### src/rtl/custom_result_writer_pkg.sv
// Shared definitions for the Custom convolution write-back path: state
// encoding, bus widths and the default result base address.
package custom_pkg;

  localparam int ADDR_W  = 6;
  localparam int DATA_W  = 8;
  localparam int NUM_OUT = 4;
  localparam int IDX_W   = 2;

  localparam logic [ADDR_W-1:0] CUSTOM_RESULT_BASE = 6'd48;
  localparam logic [IDX_W-1:0]  LAST_IDX           = IDX_W'(NUM_OUT - 1);

  typedef enum logic [1:0] {
    IDLE  = 2'd0,
    WRITE = 2'd1,
    DONE  = 2'd2
  } writer_state_t;

  // Result words sit contiguously above the base, so a beat index maps
  // straight onto an address offset.
  function automatic logic [ADDR_W-1:0] beat_addr(input logic [ADDR_W-1:0] base,
                                                  input logic [IDX_W-1:0]  idx);
    return base + ADDR_W'(idx);
  endfunction

endpackage

### src/rtl/custom_result_writer_if.sv
// Memory write bus between the result writer (master) and the shared
// 64x8 data memory (slave).
interface custom_result_writer_if;
  import custom_pkg::*;

  logic [ADDR_W-1:0] addr_o;
  logic [DATA_W-1:0] data_o;
  logic              we_o;
  logic              wr_ready_i;

  modport master (
    output addr_o,
    output data_o,
    output we_o,
    input  wr_ready_i
  );

  modport slave (
    input  addr_o,
    input  data_o,
    input  we_o,
    output wr_ready_i
  );

endinterface

### src/rtl/custom_result_writer.sv
// Write-back engine: captures the four convolution results on a start pulse
// and writes them row-major into data memory, then pulses is_done_o once.
module custom_result_writer
  import custom_pkg::*;
#(
  parameter logic [ADDR_W-1:0] BASE_ADDR = CUSTOM_RESULT_BASE
) (
  input  logic                   clk,
  input  logic                   rst,
  input  logic                   en,
  input  logic [DATA_W-1:0]      c11,
  input  logic [DATA_W-1:0]      c12,
  input  logic [DATA_W-1:0]      c21,
  input  logic [DATA_W-1:0]      c22,
  custom_result_writer_if.master bus,
  output logic                   busy_o,
  output logic                   is_done_o
);

  writer_state_t     state;
  logic [IDX_W-1:0]  idx;
  logic [DATA_W-1:0] r [NUM_OUT];

  logic beat_accept;
  assign beat_accept = bus.we_o && bus.wr_ready_i;

  // Single registered FSM; every output is a flop so the top-level address
  // mux sees clean signals. Results are taken from the capture bank, never
  // from the live c-inputs, once the transfer has started.
  always_ff @(posedge clk) begin
    if (rst) begin
      state      <= IDLE;
      idx        <= '0;
      bus.addr_o <= '0;
      bus.data_o <= '0;
      bus.we_o   <= 1'b0;
      busy_o     <= 1'b0;
      is_done_o  <= 1'b0;
      for (int i = 0; i < NUM_OUT; i++) begin
        r[i] <= '0;
      end
    end else begin
      case (state)
        IDLE: begin
          is_done_o <= 1'b0;
          if (en) begin
            r[0]       <= c11;
            r[1]       <= c12;
            r[2]       <= c21;
            r[3]       <= c22;
            idx        <= '0;
            bus.addr_o <= beat_addr(BASE_ADDR, '0);
            bus.data_o <= c11;
            bus.we_o   <= 1'b1;
            busy_o     <= 1'b1;
            state      <= WRITE;
          end
        end

        // Address/data/we simply hold while the memory stalls.
        WRITE: begin
          if (beat_accept) begin
            if (idx != LAST_IDX) begin
              idx        <= idx + 2'd1;
              bus.addr_o <= beat_addr(BASE_ADDR, idx + 2'd1);
              bus.data_o <= r[idx + 2'd1];
            end else begin
              bus.we_o  <= 1'b0;
              is_done_o <= 1'b1;
              state     <= DONE;
            end
          end
        end

        DONE: begin
          is_done_o <= 1'b0;
          busy_o    <= 1'b0;
          state     <= IDLE;
        end

        default: begin
          state     <= IDLE;
          bus.we_o  <= 1'b0;
          busy_o    <= 1'b0;
          is_done_o <= 1'b0;
        end
      endcase
    end
  end

endmodule

### src/flat_wrapper.sv
// flat-port wrapper written by rule: the top's interface ports become plain ports
module custom_result_writer_flat import custom_pkg::*;
#(
  parameter logic [ADDR_W-1:0] BASE_ADDR = CUSTOM_RESULT_BASE
)
  (clk, rst, en, c11, c12, c21, c22, busy_o, is_done_o, bus_addr_o, bus_data_o, bus_we_o, bus_wr_ready_i);
  custom_result_writer_if bus_i ();
  input  logic clk;
  input  logic rst;
  input  logic en;
  input  logic [DATA_W-1:0] c11;
  input  logic [DATA_W-1:0] c12;
  input  logic [DATA_W-1:0] c21;
  input  logic [DATA_W-1:0] c22;
  output logic busy_o;
  output logic is_done_o;
  output wire logic [$bits(bus_i.addr_o)-1:0] bus_addr_o;
  output wire logic [$bits(bus_i.data_o)-1:0] bus_data_o;
  output wire logic [$bits(bus_i.we_o)-1:0] bus_we_o;
  input wire logic [$bits(bus_i.wr_ready_i)-1:0] bus_wr_ready_i;
  assign bus_addr_o = bus_i.addr_o;
  assign bus_data_o = bus_i.data_o;
  assign bus_we_o = bus_i.we_o;
  assign bus_i.wr_ready_i = bus_wr_ready_i;
  custom_result_writer #(.BASE_ADDR(BASE_ADDR)) u_core (.clk(clk), .rst(rst), .en(en), .c11(c11), .c12(c12), .c21(c21), .c22(c22), .bus(bus_i), .busy_o(busy_o), .is_done_o(is_done_o));
endmodule
### config.mk
export PLATFORM = sky130hd
export DESIGN_NAME = custom_result_writer_flat
export DESIGN_NICKNAME = d
export VERILOG_FILES = /design/src/rtl/custom_result_writer_pkg.sv /design/src/rtl/custom_result_writer_if.sv /design/src/rtl/custom_result_writer.sv /design/src/flat_wrapper.sv
export SDC_FILE = /design/constraint.sdc
export NUM_CORES = 1
export LEC_CHECK = 0
export ABC_AREA = 1
export CAP_MARGIN = 25
export CORE_ASPECT_RATIO = 0.75
export CORE_MARGIN = 10
export CORE_UTILIZATION = 45
export DETAILED_ROUTE_END_ITERATION = 7
export PLACE_DENSITY = 0.8
export SLEW_MARGIN = 20
export SYNTH_ARGS = -nofsm -noshare
export SYNTH_HDL_FRONTEND = slang
export SYNTH_SLANG_ARGS = --single-unit
export TNS_END_PERCENT = 50
### constraint.sdc
create_clock -name clk -period 1.7 [get_ports clk]
set_input_delay 0.34 -clock clk [delete_from_list [all_inputs] [get_ports clk]]
set_output_delay 0.34 -clock clk [all_outputs]
set_load 0.01 [all_outputs]
# Word-level counts from Yosys, hierarchy flattened

Memories as Yosys holds them, arrays and structs flattened.
Index checks and enable logic that the tools add are counted.
Widths: inputs -> output; s select.

$lt $le $gt $ge: 0
Eq/ne operators: 7
Multipliers: 0
Shift-type cells: 0
Reduce and logical (&&, ||, !) cells: 9
Divide/modulo/power cells: 0
Bitwise operators: 7
$add $sub $neg: 2
Mux-type cells: 31

Operator list:

| cell                | count |
|---|---|
| $mux 8              | 7 |
| $mux 6              | 3 |
| $pmux 8 s2          | 1 |
| $mux 2              | 6 |
| $pmux 6 s2          | 1 |
| $mux 1              | 9 |
| $pmux 2 s2          | 2 |
| $reduce_and 4->1    | 2 |
| $add 5x3->6 const A | 1 |
| $ne 2x2->1 const B  | 3 |
| $ne 2x1->1 const B  | 2 |
| $or 1x1->1          | 4 |
| $reduce_and 2->1    | 2 |
| $not 1->1           | 3 |
| $pmux 1 s3          | 1 |
| $reduce_and 3->1    | 1 |
| $add 2x1->2 const B | 1 |
| $eq 2x1->1 const B  | 1 |
| $eq 2x2->1 const B  | 1 |
| $logic_not 2->1     | 1 |
| $pmux 1 s2          | 1 |
| $reduce_bool 2->1   | 1 |
| $reduce_or 2->1     | 1 |
| $logic_and 1x1->1   | 1 |

Register bits: 21
ROM bits: 0
Bits in latches: 0
Input port bits: 36
RAM bits: 32
Word-level logic and storage cells: 64
Output and inout port bits: 17
Memories kept: 1

Memories:

| name     | words | width | rd ports | clocked after memory_dff | write ports | RTL line                   | text |
|---|---|---|---|---|---|---|---|
| u_core.r | 4     | 8     | 1        | 0                        | 4           | custom_result_writer.sv:22 | `logic [DATA_W-1:0] r [NUM_OUT];` |

# Depth between registers and ports, before layout

Depth after elaboration: 5
Depth in mapped cells: 9
Depth with buffers taken out: 7

# Worst setup path after synthesis

Ideal clock, no wire load.

Path kind: input -> register
Start point: in rst
End point: mem u_core.r[0][0], enable pin
Stages: 3
Library setup time: 0.479 ns
Required time: 1.221 ns
Path slack: 0.022 ns
Arrival: 1.200 ns
Buffers on the path: 1
Cells stage by stage: inv_1 buf_2 nand2_1

RTL lines:

| item            | RTL line                   | text |
|---|---|---|
| start, declared | flat_wrapper.sv:9          | `input logic rst;` |
| end, declared   | custom_result_writer.sv:22 |  |

==> reports/metrics.cfg <==
[flow_run]
drv_cap=0

[timing]
finalClockSkew_ns=0.005602
hold_viol=0
holdWs_ns=0.4593
fin_setup_tns_ns=0
setup_violations=0
fin_crit_sh_pct=92.59
drv_slew=0
fin_crit_ns=1.574
fmax_mhz=635.3
rsz0062_at_grt=false

[setup_path]
worst-setup-path-type=reg2out
crit_arrival_ns=1.23
cpPeakStageDelay_ns=0.55
cp_slowest_cell=clkdlybuf4s50_1
cp.required_ns=1.36
path_cells=clkdlybuf4s50_1
start_kind=flip-flop
endpoint_kind=primary output
crit_family=buffers and inverters
crit_fanout=3
path_buf_inv=1

[grt]
grt_usage_pct=13.20
grt_max_degree=36
antenna_found_initial=0
grt_pass1_vias=1857
grt_pass1_wl_um=8763
gr-total-overflow=0

[route]
wl_per_cell_um=13.07
drtIter0Drc=161
dr.pass1.iters=4
ant_nets=0
num_vias=1835
routed_wl_um=5138
vias_per_cell=4.669
drc=0

[logic_synthesis]
yosysSeqAreaShare_pct=55.74
synth.distinct_cells=20
synth-xor-area-share_pct=0
netlist_area_um2=2298
netlist_instances=281
synth_compound_area_share_pct=5.063
yosys.area_share.simple_pct=26.29
synthMuxAreaShare_pct=0
syn_area_per_cell_um2=8.180
ys_warn_count=0
synth_top_family_by_area=simple AND/OR/NAND/NOR gates
ys_ff_latch=48
synthAdderAreaFrac_pct=0.5444

[cts]
cts_tree=built
cts.sinks=48
cts_buffers=5
clk_pin_slew_ns=0.08
hold_buffers=0
clk_path_buf_depth=2
htreeDepth=2
cts_root_buffer=clkbuf_8
clk_latency_ns=0.30
cts.repair.resized=0
post_cts_buffers=0

[place]
place_hpwl_um=3727
gp_congestion=0.7543
portBuffers=50

[final_layout]
synthToLayoutAreaGrowth_pct=28.09
drive_gt1_share_pct=8.108
num-nets-final=369
nFillCells=454
antenna_cells=0

[floorplanning]
fp.dieW_um=102.5
io_pins=53
initial_core_util_pct=46.65
die_h_um=81.90
dieArea_um2=8396
core_area_um2=4927
row_count=22

[power_and_ir_drop]
p_leak_uw=0.001362
peakVddDrop_mv=0.5730
power.density_nw_per_um2=872.4

[min_path]
min-delay-path-class=reg2reg

[run_status]
outcome=finished, final reports clean

[synth_stat cells]
master    instances  area (µm²)
nand2_1          92       345.3
a21oi_4           1       16.27
dfxtp_1          16       320.3
conb_1            1       3.750
edfxtp_1         32       960.9
o21ai_0           2       10.01
a21oi_1           3       15.01
buf_2             8       40.04
ha_1              1       12.51
nand2_2           1       6.260
nand3_1          19       95.09
buf_6             2       22.52
o21ai_1           1       5.000
a21oi_2           8       70.07
nor2_2            1       6.260
inv_1            47       176.4
inv_2             3       11.26
nor2_1           37       138.9
nand4_1           2       12.51
buf_4             4       30.03
[worst paths after layout]
path              slack [ns]  cells after the start                                 to                     startpoint
hold reg to reg         0.46                      2      u_core.is_done_o$_SDFFE_PP0P_  u_core.is_done_o$_SDFFE_PP0P_
hold / removal          0.46                      2      u_core.is_done_o$_SDFFE_PP0P_  u_core.is_done_o$_SDFFE_PP0P_
setup / recovery        0.13                      1                      bus_addr_o[0]     u_core.idx[0]$_SDFFE_PP0P_
setup reg to reg        0.30                      7  u_core.bus.data_o[0]$_SDFFE_PP0P_     u_core.idx[0]$_SDFFE_PP0P_
[stage by stage]
stage                     power [µW]  util, %  instance area (µm²)  std cells  setup slack, ns
after global routing            2712    59.75                 2944        393          0.06845
final                           2568    59.75                 2944        393           0.1260
after detailed placement        1941    58.10                 2863        385          0.05057
after floorplan                 1714        -                 2302        282          0.02152
after CTS                       2595    59.75                 2944        393           0.1030
after global placement          1926    58.10                 2863        385          0.09541
[cell type report]
cell class | count | area, µm² | share of cell area, %
Clock inverter | 1 | 5.005 | 0.1700
Clock buffer | 7 | 76.32 | 2.592
Inverter | 50 | 187.7 | 6.375
Tap cell | 60 | 75.07 | 2.550
Sequential cell | 48 | 1281 | 43.52
Timing Repair Buffer | 57 | 578.1 | 19.63
Multi-Input combinational cell | 170 | 740.7 | 25.16
[layer usage]
| layer | global-route usage, % | routed length, µm | part of all wire [%] | vias up |
|---|---|---|---|---|
| li1 | - | - | - | 953 |
| met1 | 16.04 | 2232 | 43 | 822 |
| met2 | 22.25 | 2514 | 49 | 58 |
| met3 | 4.027 | 371 | 7.2 | 2 |
| met4 | 3.792 | 19 | 0.37 | 0 |
| met5 | 0 | 0 | 0 | - |
[registers in the layout, summed over array words and instances, names as in the netlist]
name / cells
u_core.bus.addr_o: 2
u_core.bus.data_o: 8
u_core.bus.we_o: 1
u_core.busy_o: 1
u_core.idx: 1
u_core.is_done_o: 1
u_core.r: 32
u_core.state: 2
[report_power, final]
| group | internal, µW | total (µW) | switching (µW) |
|---|---|---|---|
| logic | 244 | 513 | 268 |
| clock network | 289 | 656 | 366 |
| registers | 1360 | 1400 | 41.9 |
[layout by cell type (no fill, tap or decap), types with 5 or more instances in the layout]
cell type,n
a21oi_2,8
inv_1,47
dfxtp_1,16
nand2_1,92
clkbuf_8,5
clkdlybuf4s50_1,50
nand3_1,19
buf_4,5
nor2_1,37
edfxtp_1,32
[logic make-up (layout without fill, tap and decap cells)]
family                   after synthesis  in the layout
adder cells (fa/ha/maj)                1              1
AND/OR/NAND/NOR                      152            152
flip-flops                            48             48
AO/OA/AOI/OAI                         15             15
buffers and inverters                 64            115
other                                  1              2
No activity file was read; power rests on OpenSTA's default activity.
==> patch 1 (config.mk and constraints unchanged) <==
Encoding of `writer_state_t`: now one-hot (3 bits for 3 states).
--- a/src/rtl/custom_result_writer_pkg.sv
+++ b/src/rtl/custom_result_writer_pkg.sv
@@ -12,6 +12,6 @@
 
-  typedef enum logic [1:0] {
-    IDLE  = 2'd0,
-    WRITE = 2'd1,
-    DONE  = 2'd2
+  typedef enum logic [2:0] {
+    IDLE  = 3'b001,
+    WRITE = 3'b010,
+    DONE  = 3'b100
   } writer_state_t;
Behaviour: same outputs for any inputs over 10 cycles, from zero or initial values and one cycle with rst high; not proved beyond that.
==> patch 1 against the unedited design <==
  * Routed wire length is 3.5% higher
  * Worst setup slack got worse by 24 ps
  * Cell area up 5.9%
  * Clock skew rose by 1.4 ps
  * Power is 17% higher
  * Count of clock-buffer cells in the layout decreased by 2
  * Non-clock buffer count up 5
  * Largest cell class unchanged
  * Synthesized area grew 3.9%
  * Via count up 6.4%
  * Critical path depth stayed put
  * Sequential cell count rose by 1
  * Sequential power increased by 6%
==> patch 1: results (changes against the unedited design) <==
| Metric | Value |
|---|---|
| Outcome | complete, no violations |
| R2R cell count | 6 (-1) |
| Post-Place Cells | 410 (+6.5%) |
| Vias per cell | 4.672 (about the same) |
| Reg2reg end | u_core.bus.data_o[5] |
| Clk_lat worst skew | 320 ps (+20 ps) |
| Share of flip-flops with an asynchronous set or reset | 0% (unchanged) |
| Post-synthesis sequential area ratio | 54.48% (-1.3 points) |
| Crit-path slowest cell | clkdlybuf4s50_1 |
| DP Worst Slack | -15.72 ps (-66.29 ps) |
| Reg2reg setup slack | 200 ps (-100 ps) |
| H-Tree Depth | 2 (unchanged) |
| Routed wl met2 | 2242 µm (-11%) |
| DR WL met3 | 519 µm (+40%) |
| Final Core Density | 62.24% (+2.5 points) |
| DP Wirelength | 3964 µm (+6.4%) |
| Largest net degree at the start of global routing | 33 (-8.3%) |
| Routability congestion estimate | 0.8706 (+15%) |
| Area after DPL | 0.002998 mm² (+4.7%) |
| Switching Power | 829.5 µW (+23%) |
| Biggest regs | u_core.r x32, u_core.bus.data_o x8, u_core.state x3 |
| Top layer reached by signal wires | met4 |
| First-pass GRT wire length | 8907 µm (+1.6%) |
| Grt met3 use | 5.864% (+1.8 points) |
| Adder-cell share of the synthesized area | 0.5238% (-0.021 points) |
| Fillers | 447 (-1.5%) |
| Vias in the first global route | 1919 (+3.3%) |
| Detailed Route WL | 5320 µm (+3.5%) |
| Nets | 382 (+3.5%) |
| WHS | 453.5 ps (-5.819 ps) |
| All-Layer GR Usage | 12.36% (-0.84 points) |
| Detailed-route wire length on metal 1 | 2467 µm (+11%) |
| GRT met2 Usage | 18.09% (-4.2 points) |
| Syn. warnings | 0 (unchanged) |
| FMAX | 625.8 MHz (-1.5%) |
| CP Capture Type | output pin |
| Share of layout cells above drive strength 1 | 8.960% (+0.85 points) |
| Clock power frac | 28.4% (+2.9 points) |
| Power Density | 965.2 mW/mm² (+11%) |
| Setup Skew | 6.979 ps (+1.377 ps) |
| Min-delay src | u_core.is_done_o |
| Leak pwr | 0.001399 µW (+2.7%) |
| Critical path's largest stage delay | 560 ps |
| Worst setup path endpoint | bus_addr_o[1] |
| Cells after Synth | 290 (+3.2%) |
| Number of flops mapped to enable cells by yosys | 32 (unchanged) |
| Via count | 1953 (+6.4%) |
| Worst hold stages | 2 (unchanged) |
| DR iter-0 viols | 142 (-12%) |
| CP Data Arrival Time | 1260 ps (+30 ps) |
| CTS Buf Count | 5 (unchanged) |
| Clock slew at reported path FFs | 90 ps |
| IR drop worst, VDD | 0.4137 mV (-28%) |
| Compound-Gate Fraction of Synth Area | 3.772% (-1.3 points) |
| Seq pwr | 1480 µW (+6%) |
| Post-synth cell types | 21 (+5.0%) |
| Critical R2R Launch | u_core.bus.addr_o[1] |
| Ranking of synthesized cells by area | edfxtp_1 (40%), dfxtp_1 (14%), nand2_1 (11%), nor2_1 (8.2%), inv_1 (7.2%) |
| Synth cell count leaders | nand2_1 (70), nor2_1 (52), inv_1 (46), edfxtp_1 (32), nand3_1 (20) |
| M1 GR Usage | 15.79% (-0.25 points) |
==> patch 1: cell count changes in the layout (fill, tap and decap cells not counted), moves of 2 or more <==
cell | unedited run | this run
nand4_1 | 2 | 8
nand3_4 | 0 | 2
buf_4 | 5 | 9
nand2_4 | 0 | 2
a21oi_1 | 3 | 16
clkbuf_1 | 2 | 0
nor2_1 | 37 | 52
a21oi_2 | 8 | 0
nand2_1 | 92 | 69
==> patch 1: final cells by class <==
| type | instances | area share (%) |
|---|---|---|
| Sequential cell | 49 | 41.73 |
| Inverter | 49 | 5.899 |
| Clock inverter | 3 | 1.485 |
| Tap cell | 72 | 2.889 |
| Multi-Input combinational cell | 178 | 25.96 |
| Timing Repair Buffer | 62 | 19.82 |
| Clock buffer | 5 | 2.207 |
==> patch 1: repair_timing <==
action,CTS,global route
setup buffers,0,0
resized for setup,2,1
endpoints found under the setup margin,1,5
==> patch 2 (config.mk and constraints unchanged) <==
Made on the original files. Set the package constant `DATA_W` to 12 (it was 8).
--- a/src/rtl/custom_result_writer_pkg.sv
+++ b/src/rtl/custom_result_writer_pkg.sv
@@ -5,3 +5,3 @@
   localparam int ADDR_W  = 6;
-  localparam int DATA_W  = 8;
+  localparam int DATA_W  = 12;
   localparam int NUM_OUT = 4;
Ports: changed (5 resized); port bits go from 53 to 73. No check against the original RTL was run, so the function may have changed too.
==> patch 2 against the unedited design <==
  * Hold slack lost 18 ps
  * Largest power group unchanged
  * Synthesized area is 40% higher
  * Worst setup slack worse by 42 ps
  * Routed wire length rose by 41%
  * Die area is 31% higher
  * Power is 63% higher
  * Cell area is 47% higher
  * Sequential cell count rose by 20
  * Synthesized cell count increased by 39%
==> patch 2: results (changes against the unedited design) <==
| Metric | Value |
|---|---|
| Drt pass-1 iters | 4 (unchanged) |
| Clk_lat worst skew | 340 ps (+40 ps) |
| Port Buf Inserts | 70 (+40%) |
| Crit-path slowest cell | clkdlybuf4s50_1 |
| First-pass GRT wire length | 12090 µm (+38%) |
| DP Worst Slack | 59.45 ps (+8.873 ps) |
| Fillers | 608 (+34%) |
| CP top delay family | buffers and inverters |
| Share of flip-flops with an asynchronous set or reset | 0% (unchanged) |
| Nets | 518 (+40%) |
| DR iter-0 viols | 137 (-15%) |
| Leak pwr | 0.002006 µW (+47%) |
| Synth cell count leaders | nand2_1 (127), inv_1 (63), nor2_1 (53), edfxtp_1 (48), nand3_1 (28) |
| H-Tree Depth | 3 (+1) |
| Largest net degree at the start of global routing | 27 (-25%) |
| Biggest regs | u_core.r x48, u_core.bus.data_o x12 |
| IR drop worst, VDD | 0.4448 mV (-22%) |
| Routability congestion estimate | 0.8191 (+8.6%) |
| DP Wirelength | 5397 µm (+45%) |
| Setup Buffers After CTS | 0 (unchanged) |
| Vias per cell | 4.660 (-0.19%) |
| Post-synthesis sequential area ratio | 57.12% (+1.4 points) |
| Clk root buf | clkbuf_8 |
| Syn. warnings | 0 (unchanged) |
| Hold crit path type | reg2reg |
| CP max FO | 4 (+1) |
| Share of layout cells above drive strength 1 | 10.00% (+1.9 points) |
| All-Layer GR Usage | 13.74% (+0.53 points) |
| Clock Tree Buf Depth | 2 (unchanged) |
| Vias in the first global route | 2703 (+46%) |
| CP Data Arrival Time | 1280 ps (+50 ps) |
| Ranking of synthesized cells by area | edfxtp_1 (45%), nand2_1 (15%), dfxtp_1 (12%), inv_1 (7.3%), nor2_1 (6.2%) |
| Setup Skew | 9.766 ps (+4.165 ps) |
| Number of flops mapped to enable cells by yosys | 48 (+50%) |
| CTS Buf Count | 9 (+4) |
| Critical path's largest stage delay | 560 ps |
| Drt wl/cell | 12.72 µm (-2.7%) |
| Clock slew at reported path FFs | 60 ps (-20 ps) |
| Ant. Diodes | 0 (unchanged) |
| Post-synth cell types | 24 (+20%) |
| Switching Share | 25.51% (-0.82 points) |
| Setup TNS Final | 0 ps (unchanged) |
| Outcome | complete, no violations |
| Initial antenna violation count | 0 (unchanged) |
## patch 2: cell types whose count changed after synthesis, moves of 3 or more
cell / before / now
nand3_1: 19 / 28
a21oi_2: 8 / 11
nor2_1: 37 / 53
clkbuf_1: 0 / 7
nand2_1: 92 / 127
dfxtp_1: 16 / 20
edfxtp_1: 32 / 48
inv_1: 47 / 63
## patch 2: cells by family (layout without fill, tap and decap cells)
group / after synthesis / in the layout / synth area share (%)
and+or+nand+nor: 212 / 212 / 26.39
buffers and inverters: 88 / 167 / 11.41
DFF: 68 / 68 / 57.12
AOI/OAI and AO/OA: 20 / 20 / 4.579
adders and majority gates: 1 / 1 / 0.3880
other: 1 / 2 / 0.1163
## patch 2: final timing paths
kind | end | slack, ps | startpoint | depth (start not counted)
hold reg to reg | u_core.is_done_o | 440 | u_core.is_done_o | 2
hold / removal | u_core.is_done_o | 440 | u_core.is_done_o | 2
setup reg to reg | u_core.bus.data_o[11] | 160 | u_core.bus.addr_o[1] | 7
setup / recovery | bus_we_o | 80 | u_core.bus.we_o | 1
## patch 2: final cells by class
class                   instances  area, µm²  area share [%]
multi-input cells             235       1031           23.84
clock inverters                 1      30.03          0.6942
well taps                      98      122.6           2.835
inverters                      68      255.2           5.901
flip-flops and latches         68       1843           42.61
repair buffers                 83      875.8           20.25
clock buffers                  15      167.7           3.876
## patch 2: power groups by stage
stage | sequential (µW) | clock [µW] | combinational, µW
after floorplan | 2050 | 0 | 470
after global placement | 2030 | 0 | 863
after detailed placement | 2040 | 0 | 883
after CTS | 2000 | 1350 | 887
after global routing | 2020 | 1440 | 980
final | 2000 | 1320 | 879
## patch 2: worst min-delay path, stage by stage (launching register included)
cell,delay [ps]
dfxtp_1,300
inv_1,40
a21oi_1,50
## patch 2: stage by stage
stage	cells	cell area (µm²)	total power, µW
after floorplan	391	3236	2521
after global routing	568	4325	4435
final	568	4325	4198
after CTS	568	4322	4236
after detailed placement	552	4124	2923
after global placement	552	4124	2895
## patch 2: per-layer routing
metal	vias up	part of all wire, %	global-route usage, %
met3	12	8.6	6.126
met4	0	1.5	6.160
met5	-	0	0
met2	106	47	22.94
li1	1335	-	-
met1	1194	42	14.98
## patch 2: timing repair
action | in CTS | in global routing
hold buffers | 0 | 0
gates resized for setup | 0 | 2
setup endpoints to repair | 0 | 2
